File: src/rtl/aes3_tx_block_if.sv
// Sample-pair handshake between the audio source and the AES3 transmitter.
interface aes3_tx_block_if #(
  parameter int SAMPLE_WIDTH = 24
) ();
  logic                    sample_valid;
  logic                    sample_ready;
  logic [SAMPLE_WIDTH-1:0] channel_a;
  logic [SAMPLE_WIDTH-1:0] channel_b;
  logic                    validity_a;
  logic                    validity_b;

  // Audio source side
  modport master (
    output sample_valid,
    output channel_a,
    output channel_b,
    output validity_a,
    output validity_b,
    input  sample_ready
  );

  // Transmitter side
  modport slave (
    input  sample_valid,
    input  channel_a,
    input  channel_b,
    input  validity_a,
    input  validity_b,
    output sample_ready
  );
endinterface

File: src/rtl/aes3_tx_block.sv
// AES3 / S-PDIF biphase-mark transmitter with configurable sample width,
// one-pair holding register, per-channel validity and 192-frame channel status.
module aes3_tx_block #(
  parameter int SAMPLE_WIDTH = 24,
  parameter bit CS_ENABLE    = 1'b1
) (
  input  logic                clk,
  input  logic                rst,
  input  logic                shift_en,
  aes3_tx_block_if.slave      smp,
  input  logic [191:0]        cs_a,
  input  logic [191:0]        cs_b,
  output logic                sdo,
  output logic                frame_sync,
  output logic                block_sync,
  output logic                underrun
);

  // Number of zero LSBs below the sample inside the 24-bit aux+audio field
  localparam int PAD = 24 - SAMPLE_WIDTH;

  localparam logic [7:0] PRE_Z = 8'b11101000;
  localparam logic [7:0] PRE_X = 8'b11100010;
  localparam logic [7:0] PRE_Y = 8'b11100100;

  typedef enum logic {SUB_A = 1'b0, SUB_B = 1'b1} sub_t;

  // Position counters
  logic [5:0]  cell_q, cell_d;
  sub_t        sub_q, sub_d;
  logic [7:0]  frame_q, frame_d;

  // Holding register (filled by the handshake)
  logic                    hold_full_q, hold_full_d;
  logic [SAMPLE_WIDTH-1:0] hold_a_q, hold_a_d;
  logic [SAMPLE_WIDTH-1:0] hold_b_q, hold_b_d;
  logic                    hold_va_q, hold_va_d;
  logic                    hold_vb_q, hold_vb_d;

  // Working pair (the frame currently on the wire), already MSB-aligned
  logic [23:0] work_a_q, work_a_d;
  logic [23:0] work_b_q, work_b_d;
  logic        work_va_q, work_va_d;
  logic        work_vb_q, work_vb_d;

  // Channel-status block latched at the start of each block
  logic [191:0] csblk_a_q, csblk_a_d;
  logic [191:0] csblk_b_q, csblk_b_d;

  // Line state and registered outputs
  logic pol_q, pol_d;
  logic sdo_q, sdo_d;
  logic frame_sync_q, frame_sync_d;
  logic block_sync_q, block_sync_d;
  logic underrun_q, underrun_d;
  logic ready_q, ready_d;

  // Per-cell datapath
  logic [4:0]  slot;
  logic [23:0] field;
  logic        v_bit;
  logic        c_bit;
  logic        p_bit;
  logic [31:0] slot_bits;
  logic [7:0]  preamble;
  logic        pre_pol;
  logic        cell_level;
  logic        load_tick;

  assign sdo              = sdo_q;
  assign frame_sync       = frame_sync_q;
  assign block_sync       = block_sync_q;
  assign underrun         = underrun_q;
  assign smp.sample_ready = ready_q;

  // Line level for the current cell: preamble pattern or biphase-mark data
  always_comb begin
    slot      = cell_q[5:1];
    field     = (sub_q == SUB_B) ? work_b_q  : work_a_q;
    v_bit     = (sub_q == SUB_B) ? work_vb_q : work_va_q;
    c_bit     = 1'b0;
    if (CS_ENABLE) begin
      c_bit = (sub_q == SUB_B) ? csblk_b_q[frame_q] : csblk_a_q[frame_q];
    end
    // Even parity over slots 4..31; U is always 0 so it does not contribute
    p_bit     = ^{field, v_bit, c_bit};
    slot_bits = {p_bit, c_bit, 1'b0, v_bit, field, 4'b0000};

    if (sub_q == SUB_B) begin
      preamble = PRE_Y;
    end else if (frame_q == 8'd0) begin
      preamble = PRE_Z;
    end else begin
      preamble = PRE_X;
    end
    // Preamble polarity follows the line level left by the previous subframe
    pre_pol = (cell_q == 6'd0) ? sdo_q : pol_q;

    if (cell_q < 6'd8) begin
      cell_level = preamble[~cell_q[2:0]] ^ pre_pol;
    end else if (!cell_q[0]) begin
      cell_level = ~sdo_q;
    end else begin
      cell_level = sdo_q ^ slot_bits[slot];
    end

    load_tick = shift_en && (sub_q == SUB_A) && (cell_q == 6'd7);
  end

  // Next-state: counters, sample/status loads and the handshake
  always_comb begin
    cell_d       = cell_q;
    sub_d        = sub_q;
    frame_d      = frame_q;
    hold_full_d  = hold_full_q;
    hold_a_d     = hold_a_q;
    hold_b_d     = hold_b_q;
    hold_va_d    = hold_va_q;
    hold_vb_d    = hold_vb_q;
    work_a_d     = work_a_q;
    work_b_d     = work_b_q;
    work_va_d    = work_va_q;
    work_vb_d    = work_vb_q;
    csblk_a_d    = csblk_a_q;
    csblk_b_d    = csblk_b_q;
    pol_d        = pol_q;
    sdo_d        = sdo_q;
    frame_sync_d = 1'b0;
    block_sync_d = 1'b0;
    underrun_d   = 1'b0;

    if (shift_en) begin
      sdo_d = cell_level;
      if (cell_q == 6'd0) begin
        pol_d = sdo_q;
      end
      if (cell_q == 6'd63) begin
        cell_d = 6'd0;
        if (sub_q == SUB_B) begin
          sub_d        = SUB_A;
          frame_sync_d = 1'b1;
          if (frame_q == 8'd191) begin
            block_sync_d = 1'b1;
            frame_d      = 8'd0;
          end else begin
            frame_d = frame_q + 8'd1;
          end
        end else begin
          sub_d = SUB_B;
        end
      end else begin
        cell_d = cell_q + 6'd1;
      end
    end

    // The working pair is swapped in just before the first data slot of A
    if (load_tick) begin
      if (hold_full_q) begin
        work_a_d    = 24'(hold_a_q) << PAD;
        work_b_d    = 24'(hold_b_q) << PAD;
        work_va_d   = hold_va_q;
        work_vb_d   = hold_vb_q;
        hold_full_d = 1'b0;
      end else begin
        work_a_d    = 24'd0;
        work_b_d    = 24'd0;
        work_va_d   = 1'b1;
        work_vb_d   = 1'b1;
        underrun_d  = 1'b1;
      end
      if (frame_q == 8'd0) begin
        csblk_a_d = cs_a;
        csblk_b_d = cs_b;
      end
    end

    // ready_q is low whenever the holding register is full, so a capture
    // never coincides with a transfer out of it
    if (smp.sample_valid && ready_q) begin
      hold_a_d    = smp.channel_a;
      hold_b_d    = smp.channel_b;
      hold_va_d   = smp.validity_a;
      hold_vb_d   = smp.validity_b;
      hold_full_d = 1'b1;
    end

    ready_d = ~hold_full_d;
  end

  // State registers with synchronous reset
  always_ff @(posedge clk) begin
    if (rst) begin
      cell_q       <= 6'd0;
      sub_q        <= SUB_A;
      frame_q      <= 8'd0;
      hold_full_q  <= 1'b0;
      hold_a_q     <= '0;
      hold_b_q     <= '0;
      hold_va_q    <= 1'b0;
      hold_vb_q    <= 1'b0;
      work_a_q     <= 24'd0;
      work_b_q     <= 24'd0;
      work_va_q    <= 1'b0;
      work_vb_q    <= 1'b0;
      csblk_a_q    <= 192'd0;
      csblk_b_q    <= 192'd0;
      pol_q        <= 1'b0;
      sdo_q        <= 1'b0;
      frame_sync_q <= 1'b0;
      block_sync_q <= 1'b0;
      underrun_q   <= 1'b0;
      ready_q      <= 1'b1;
    end else begin
      cell_q       <= cell_d;
      sub_q        <= sub_d;
      frame_q      <= frame_d;
      hold_full_q  <= hold_full_d;
      hold_a_q     <= hold_a_d;
      hold_b_q     <= hold_b_d;
      hold_va_q    <= hold_va_d;
      hold_vb_q    <= hold_vb_d;
      work_a_q     <= work_a_d;
      work_b_q     <= work_b_d;
      work_va_q    <= work_va_d;
      work_vb_q    <= work_vb_d;
      csblk_a_q    <= csblk_a_d;
      csblk_b_q    <= csblk_b_d;
      pol_q        <= pol_d;
      sdo_q        <= sdo_d;
      frame_sync_q <= frame_sync_d;
      block_sync_q <= block_sync_d;
      underrun_q   <= underrun_d;
      ready_q      <= ready_d;
    end
  end

endmodule

File: src/flat_wrapper.sv
// flat-port wrapper written by rule: the top's interface ports become plain ports
module aes3_tx_block_flat 
#(
  parameter int SAMPLE_WIDTH = 24,
  parameter bit CS_ENABLE    = 1'b1
)
  (clk, rst, shift_en, cs_a, cs_b, sdo, frame_sync, block_sync, underrun, smp_sample_valid, smp_channel_a, smp_channel_b, smp_validity_a, smp_validity_b, smp_sample_ready);
  aes3_tx_block_if #(.SAMPLE_WIDTH(SAMPLE_WIDTH)) smp_i ();
  input  logic clk;
  input  logic rst;
  input  logic shift_en;
  input  logic [191:0] cs_a;
  input  logic [191:0] cs_b;
  output logic sdo;
  output logic frame_sync;
  output logic block_sync;
  output logic underrun;
  input wire logic [$bits(smp_i.sample_valid)-1:0] smp_sample_valid;
  input wire logic [$bits(smp_i.channel_a)-1:0] smp_channel_a;
  input wire logic [$bits(smp_i.channel_b)-1:0] smp_channel_b;
  input wire logic [$bits(smp_i.validity_a)-1:0] smp_validity_a;
  input wire logic [$bits(smp_i.validity_b)-1:0] smp_validity_b;
  output wire logic [$bits(smp_i.sample_ready)-1:0] smp_sample_ready;
  assign smp_i.sample_valid = smp_sample_valid;
  assign smp_i.channel_a = smp_channel_a;
  assign smp_i.channel_b = smp_channel_b;
  assign smp_i.validity_a = smp_validity_a;
  assign smp_i.validity_b = smp_validity_b;
  assign smp_sample_ready = smp_i.sample_ready;
  aes3_tx_block #(.SAMPLE_WIDTH(SAMPLE_WIDTH), .CS_ENABLE(CS_ENABLE)) u_core (.clk(clk), .rst(rst), .shift_en(shift_en), .smp(smp_i), .cs_a(cs_a), .cs_b(cs_b), .sdo(sdo), .frame_sync(frame_sync), .block_sync(block_sync), .underrun(underrun));
endmodule
File: config.mk
export PLATFORM = sky130hd
export DESIGN_NAME = aes3_tx_block_flat
export DESIGN_NICKNAME = d
export VERILOG_FILES = /design/src/rtl/aes3_tx_block_if.sv /design/src/rtl/aes3_tx_block.sv /design/src/flat_wrapper.sv
export SDC_FILE = /design/constraint.sdc
export NUM_CORES = 1
export LEC_CHECK = 0
export BUFFER_PORTS_ARGS = -buffer_cell sky130_fd_sc_hd__buf_2
export CORE_MARGIN = 2
export CORE_UTILIZATION = 55
export DETAILED_ROUTE_END_ITERATION = 7
export PLACE_DENSITY = 0.9
export SETUP_SLACK_MARGIN = 0.05
export SYNTH_ARGS = -nofsm -noshare
export SYNTH_HDL_FRONTEND = slang
export SYNTH_SLANG_ARGS = --single-unit
export TNS_END_PERCENT = 5
File: constraint.sdc
create_clock -name clk -period 3.9 [get_ports clk]
set_input_delay 0.39 -clock clk [delete_from_list [all_inputs] [get_ports clk]]
set_output_delay 0.39 -clock clk [all_outputs]
set_load 0.02 [all_outputs]
## Word-level counts from Yosys, hierarchy flattened

Cells that the tools add are included.

| storage, ports and cells | value |
|---|---|
| register bits | 506 |
| output and inout bits | 5 |
| logic and storage cells | 78 |

| cells by class | value |
|---|---|
| $add $sub $neg | 2 |
| order comparisons | 4 |
| eq/ne operators | 3 |
| mux-type cells | 28 |
| bitwise gates (word level) | 9 |
| reduce and logical (&&, ||, !) cells | 12 |

Operators by type and width:

| kind | count |
|---|---|
| $mux 24 | 3 |
| $reduce_xor 26->1 | 1 |
| $mux 1 | 17 |
| $bmux 1 s8 | 2 |
| $lt 8x9->1 const B | 1 |
| $add 8x1->8 const B | 1 |
| $eq 8x8->1 const B | 1 |
| $logic_not 8->1 | 1 |
| $mux 4 | 2 |
| $mux 8 | 1 |
| $add 6x1->6 const B | 1 |
| $eq 6x3->1 const B | 1 |
| $eq 6x6->1 const B | 1 |
| $logic_not 6->1 | 1 |
| $lt 5x6->1 const B | 1 |
| $lt 6x4->1 const B | 1 |
| $mux 6 | 1 |
| $not 1->1 | 6 |
| $bmux 1 s5 | 1 |
| $lt 3x4->1 const B | 1 |
| $reduce_and 2->1 | 2 |
| $reduce_or 4->1 | 1 |
| $bmux 1 s3 | 1 |
| $logic_and 1x1->1 | 3 |
| other kinds (5) | 6 |

## Longest topological paths before layout

| depth | value |
|---|---|
| depth after elaboration | 9 |
| gate-level depth with buffers | 15 |
| depth with buffers taken out | 10 |

## Worst setup path before layout

OpenSTA, ideal clock, no wires.

| timing path | value |
|---|---|
| path kind | reg-to-reg |
| start point | reg u_core.frame_q[0] |
| end point | reg u_core.sdo_q, in the netlist u_core.sdo |
| library setup time | 117 ps |
| arrival time | 2838 ps |
| required time | 3783 ps |
| slack | 944 ps |
| stages on the path, launching flop included | 14 |
| cells stage by stage | dfxtp_1 > buf_6 > buf_6 > buf_4 > buf_4 > mux4_2 > o22ai_1 > a21oi_1 > nor3_2 > o2bb2ai_2 > a21o_1 > a31oi_1 > or3_1 > a32o_1 |

| on the way | value |
|---|---|
| word-level cells in the longest chain between the ends | 9 |
| elaborated cells between the ends (all ways) | 17 |
| classes of those cells | 13 x mux; 2 x bitwise; 2 x reduce/logical |

RTL lines:

| what | RTL line | source |
|---|---|---|
| start, declared | aes3_tx_block.sv:31 | `logic [7:0] frame_q, frame_d;` |
| start signal, assigned | aes3_tx_block.sv:216 | `frame_q <= frame_d;` |
| $bmux 1 s8 | aes3_tx_block.sv:83 | `c_bit = (sub_q == SUB_B) ? csblk_b_q[frame_q] : csblk_a_q[frame_q];` |
| $mux 1 (implied by the code) | aes3_tx_block.sv:83 |  |
| $mux 1 | aes3_tx_block.sv:83 |  |
| $reduce_xor 26->1 | aes3_tx_block.sv:86 | `p_bit = ^{field, v_bit, c_bit};` |
| $bmux 1 s5 | aes3_tx_block.sv:104 | `cell_level = sdo_q ^ slot_bits[slot];` |
| $mux 1 (implied by the code) | aes3_tx_block.sv:104 |  |
| $xor 1x1->1 | aes3_tx_block.sv:104 |  |
| $mux 1 | aes3_tx_block.sv:101 | `end else if (!cell_q[0]) begin` |
| $mux 1 (*) | aes3_tx_block.sv:99 | `if (cell_q < 6'd8) begin` |
| end signal, assigned | aes3_tx_block.sv:229 | `sdo_q <= sdo_d;` |
| end, declared | aes3_tx_block.sv:52 | `logic sdo_q, sdo_d;` |

Every way passes the cells marked *; elsewhere a longest branch is shown, timed or not. The select of a mux whose other input is x is not followed.
A chain may end at the register's enable or synchronous reset.

## Final worst setup path

| timing path | value |
|---|---|
| start point | reg u_core.frame_q[1] |
| end point | reg u_core.sdo_q, in the netlist u_core.sdo |

The elaborated chain is that of the path after synthesis.

==> flow_metrics.py <==
metrics = {
    "run_status": {
        "status": "completed",
    },
    "sta": {
        "slew_headroom_pct": 32.6,
        "timing.fmax_mhz": 272,
        "setup_violations": 0,
        "grt_setup_unrepaired": "false",
        "post-route-period-util_pct": 94.3,
        "setup_tns_ps": 0,
        "layout_min_cycle_time_ps": 3680,
        "drv_slew": 0,
        "worst_slew_pin_slew_ps": 1010,
        "finalClockSkew_ps": 38.2,
        "finalHoldViolations": 0,
    },
    "power_and_ir_drop": {
        "finalPower_mw": 10.9,
        "ir_drop_mv": 0.326,
        "power_density_nw_per_um2": 422,
        "cellLeakagePower_nw": 9.29,
    },
    "place": {
        "place.gp.congestion": 0.927,
        "port_buffers": 442,
        "hpwl_um": 47000,
    },
    "setup_path": {
        "start_kind": "register",
        "ff2ff_path_depth": 11,
        "end_kind": "register",
        "cp.required_ps": 4390,
        "rrSetupSlack_ps": 220,
        "worstPathArrival_ps": 4160,
        "path_max_fanout": 31,
        "r2r_start": "u_core.frame_q[1]",
        "regToRegEndpoint": "u_core.sdo",
        "worstSetupPathType": "reg -> reg",
    },
    "clock_network": {
        "insertion_delay_ps": 620,
        "htreeDepth": 2,
        "clkTransAtPathRegs_ps": 60,
        "post_cts_hold_buffer_count": 3,
        "cts_buffers": 52,
        "ctsLongestPathBuffers": 3,
        "postCtsSetupBuffers": 0,
        "clock-root-buffer": "clkbuf_16",
        "cts-resized-gates": 0,
        "cts_tree": "built",
        "cts.sinks": 506,
    },
    "yosys": {
        "synth-async-reset-ratio_pct": 0,
        "synthesis.area_um2": 21700,
        "yosysTopAreaCellShare_pct": 46.6,
        "ys_warn_count": 0,
        "ys_ff_latch": 506,
        "synthTopCellsByArea": "dfxtp_1 (47%), nand2_1 (17%), a21oi_1 (11%)",
        "synth_nets": 3043,
        "syn-mean-instance-area_um2": 8.35,
        "synth_area_leader_cell": "dfxtp_1",
        "syn_inst": 2601,
        "ys_seq_area_share_pct": 46.6,
        "synth_flop_cell": "dfxtp_1",
        "synth.distinct_cells": 61,
        "synth_edf_count": 0,
    },
    "routing": {
        "drt.antenna.violating_nets": 0,
        "drcViolationCount": 0,
        "wl_per_cell_um": 19.2,
        "finalWirelength_um": 66800,
        "drtIter0Drc": 1998,
        "vias": 20400,
        "first_pass_iters": 8,
        "via_per_inst": 5.84,
    },
    "global_routing": {
        "antenna_found_initial": 1,
        "grt.total_usage_pct": 31.7,
        "overflow": 0,
        "grt_pass1_vias": 19900,
        "grt_pass1_wl_um": 103000,
        "grt_max_degree": 168,
    },
    "floorplanning": {
        "core_um2": 38800,
        "chipHeight_um": 203,
        "initial_core_util_pct": 55.9,
        "die_x_um": 203,
        "die-area_um2": 41100,
        "io_pins": 443,
        "fp-row-count": 72,
    },
    "layout": {
        "fillers": 2980,
        "layout-drive-gt1-share_pct": 22.8,
        "multi_input_area_um2": 10600,
        "final_nets": 3363,
        "area_delta_synth_final_pct": 19.4,
        "regArea_um2": 10100,
    },
    "worst_hold_path": {
        "worstHoldStart": "cs_a[50]",
        "whs_endpoint": "u_core.csblk_a_q[50]",
        "whs_path_depth": 3,
        "hp-class": "in -> reg",
    },
    "flow_run": {
        "maxCapViolCount": 0,
    },
}
## kinds of logic after synthesis
logic type	after synthesis	synth area share, %
mux	149	12.6
xor+xnor	50	2.08
fa+ha+maj	4	0.230
buf+inv	226	4.58
simple gates	1098	19.9
compound gates	568	14.0
flops	506	46.6
## worst max-delay path, stage by stage, from the launching register on
cell,delay (ps)
dfxtp_4,700
nand3b_1,690
o221ai_1,490
a221oi_1,100
nor4b_1,400
buf_4,200
nor3_2,40
o2bb2ai_2,150
nand3_1,90
a31oi_1,90
or3_1,330
a32o_1,250
## stage by stage
step	worst slack (ps)	instance area, um^2	hold slack [ps]	cells	util, %
after detailed placement	399	24100	444	3382	62.0
after global placement	536	24100	439	3382	62.0
after CTS	307	25900	1.47	3482	66.8
final	224	25900	17.5	3486	66.8
after global routing	79.0	25900	12.7	3482	66.8
after floorplan	944	21700	432	2601	-
## layout by cell type (no fill, tap or decap), types with 3 or more instances in the layout
master         Yosys  routed
clkinvlp_4         0       4
inv_1              5       5
buf_2             13     441
clkbuf_16          0      53
a211o_1            5       5
o21ai_0           12      12
nand2b_1           4       4
nand2_1          959     958
bufinv_16          0       5
mux4_1            10      10
diode_2            0       4
buf_4              6      31
a221oi_1           4       4
xnor2_1           22      22
a22oi_1            5       5
clkbuf_1         174       9
dlygate4sd3_1      0       3
mux2i_1           47      47
nor2b_1            8       8
dfxtp_1          506     502
xor2_1            27      27
a21oi_1          494     494
ha_1               4       4
nor3_1            10      10
mux2_2             7       7
nor2_1            31      29
nor3b_1            3       3
mux4_2            85      85
nand4_1            7       7
o221ai_1          11      11
o31ai_1            3       3
clkbuf_8           0      13
a311oi_1           3       3
and2_1             5       5
o22ai_1            8       8
nand3_1           59      59
clkinv_2           0       8
buf_12             2       9
## worst max-delay path by stage
stage / depth (start not counted) / endpoint / slack (ps) / startpoint
after floorplan: 13 / u_core.sdo / 940 / u_core.frame_q[0]
after global placement: 12 / u_core.sdo / 540 / u_core.frame_q[0]
after detailed placement: 9 / u_core.csblk_b_q[31] / 400 / u_core.frame_q[0]
after CTS: 11 / u_core.sdo / 310 / u_core.frame_q[1]
after global routing: 9 / u_core.csblk_b_q[31] / 80 / u_core.frame_q[0]
final: 11 / u_core.sdo / 220 / u_core.frame_q[1]
## registers in the layout, indices dropped and copies added (netlist names), 6 cells and up
register,flops
u_core.cell_q,6
u_core.csblk_a_q,192
u_core.csblk_b_q,192
u_core.frame_q,8
u_core.hold_a_q,24
u_core.hold_b_q,24
u_core.work_a_q,24
u_core.work_b_q,24
## metal layers
metal | vias up | share of wire [%] | GRT usage (%)
met5 | - | 0 | 0
met2 | 1139 | 48 | 52.9
met3 | 241 | 8.6 | 5.71
li1 | 9419 | - | -
met1 | 9563 | 37 | 38.0
met4 | 0 | 5.8 | 19.6
## report_power, final
group | switching [mW] | total, mW | internal [mW]
combinational | 0.266 | 0.482 | 0.216
clock | 2.14 | 5.24 | 3.09
sequential | 0.0251 | 5.23 | 5.20
total | 2.43 | 10.9 | 8.52
## synthesized netlist by cell type (all sizes together) (2+ instances only)
library cell,instances
nand3b,2
nand4,7
a21oi,494
o31ai,3
a211o,5
a311oi,3
o22ai,8
o221ai,11
or2,2
o21ai,14
a221oi,4
xor2,27
o21a,2
nor3b,3
nor3,11
nand3,59
mux2,7
dfxtp,506
a21o,2
a31oi,2
mux4,95
ha,4
xnor2,22
a32o,2
clkbuf,174
o22a,2
a22oi,5
buf,45
and2,6
nor2b,8
nand2b,4
nand4b,2
mux2i,47
nand2,959
inv,7
nor2,31
## cell type report
type | count | area share, %
Inverter | 7 | 0.101
Sequential cell | 506 | 39.1
Tap cell | 518 | 2.50
Clock buffer | 75 | 5.93
Timing Repair Buffer | 485 | 10.3
Antenna cell | 4 | 0.0386
Multi-Input combinational cell | 1869 | 40.9
Clock inverter | 22 | 1.13
Power figures use the tool's default switching activity.
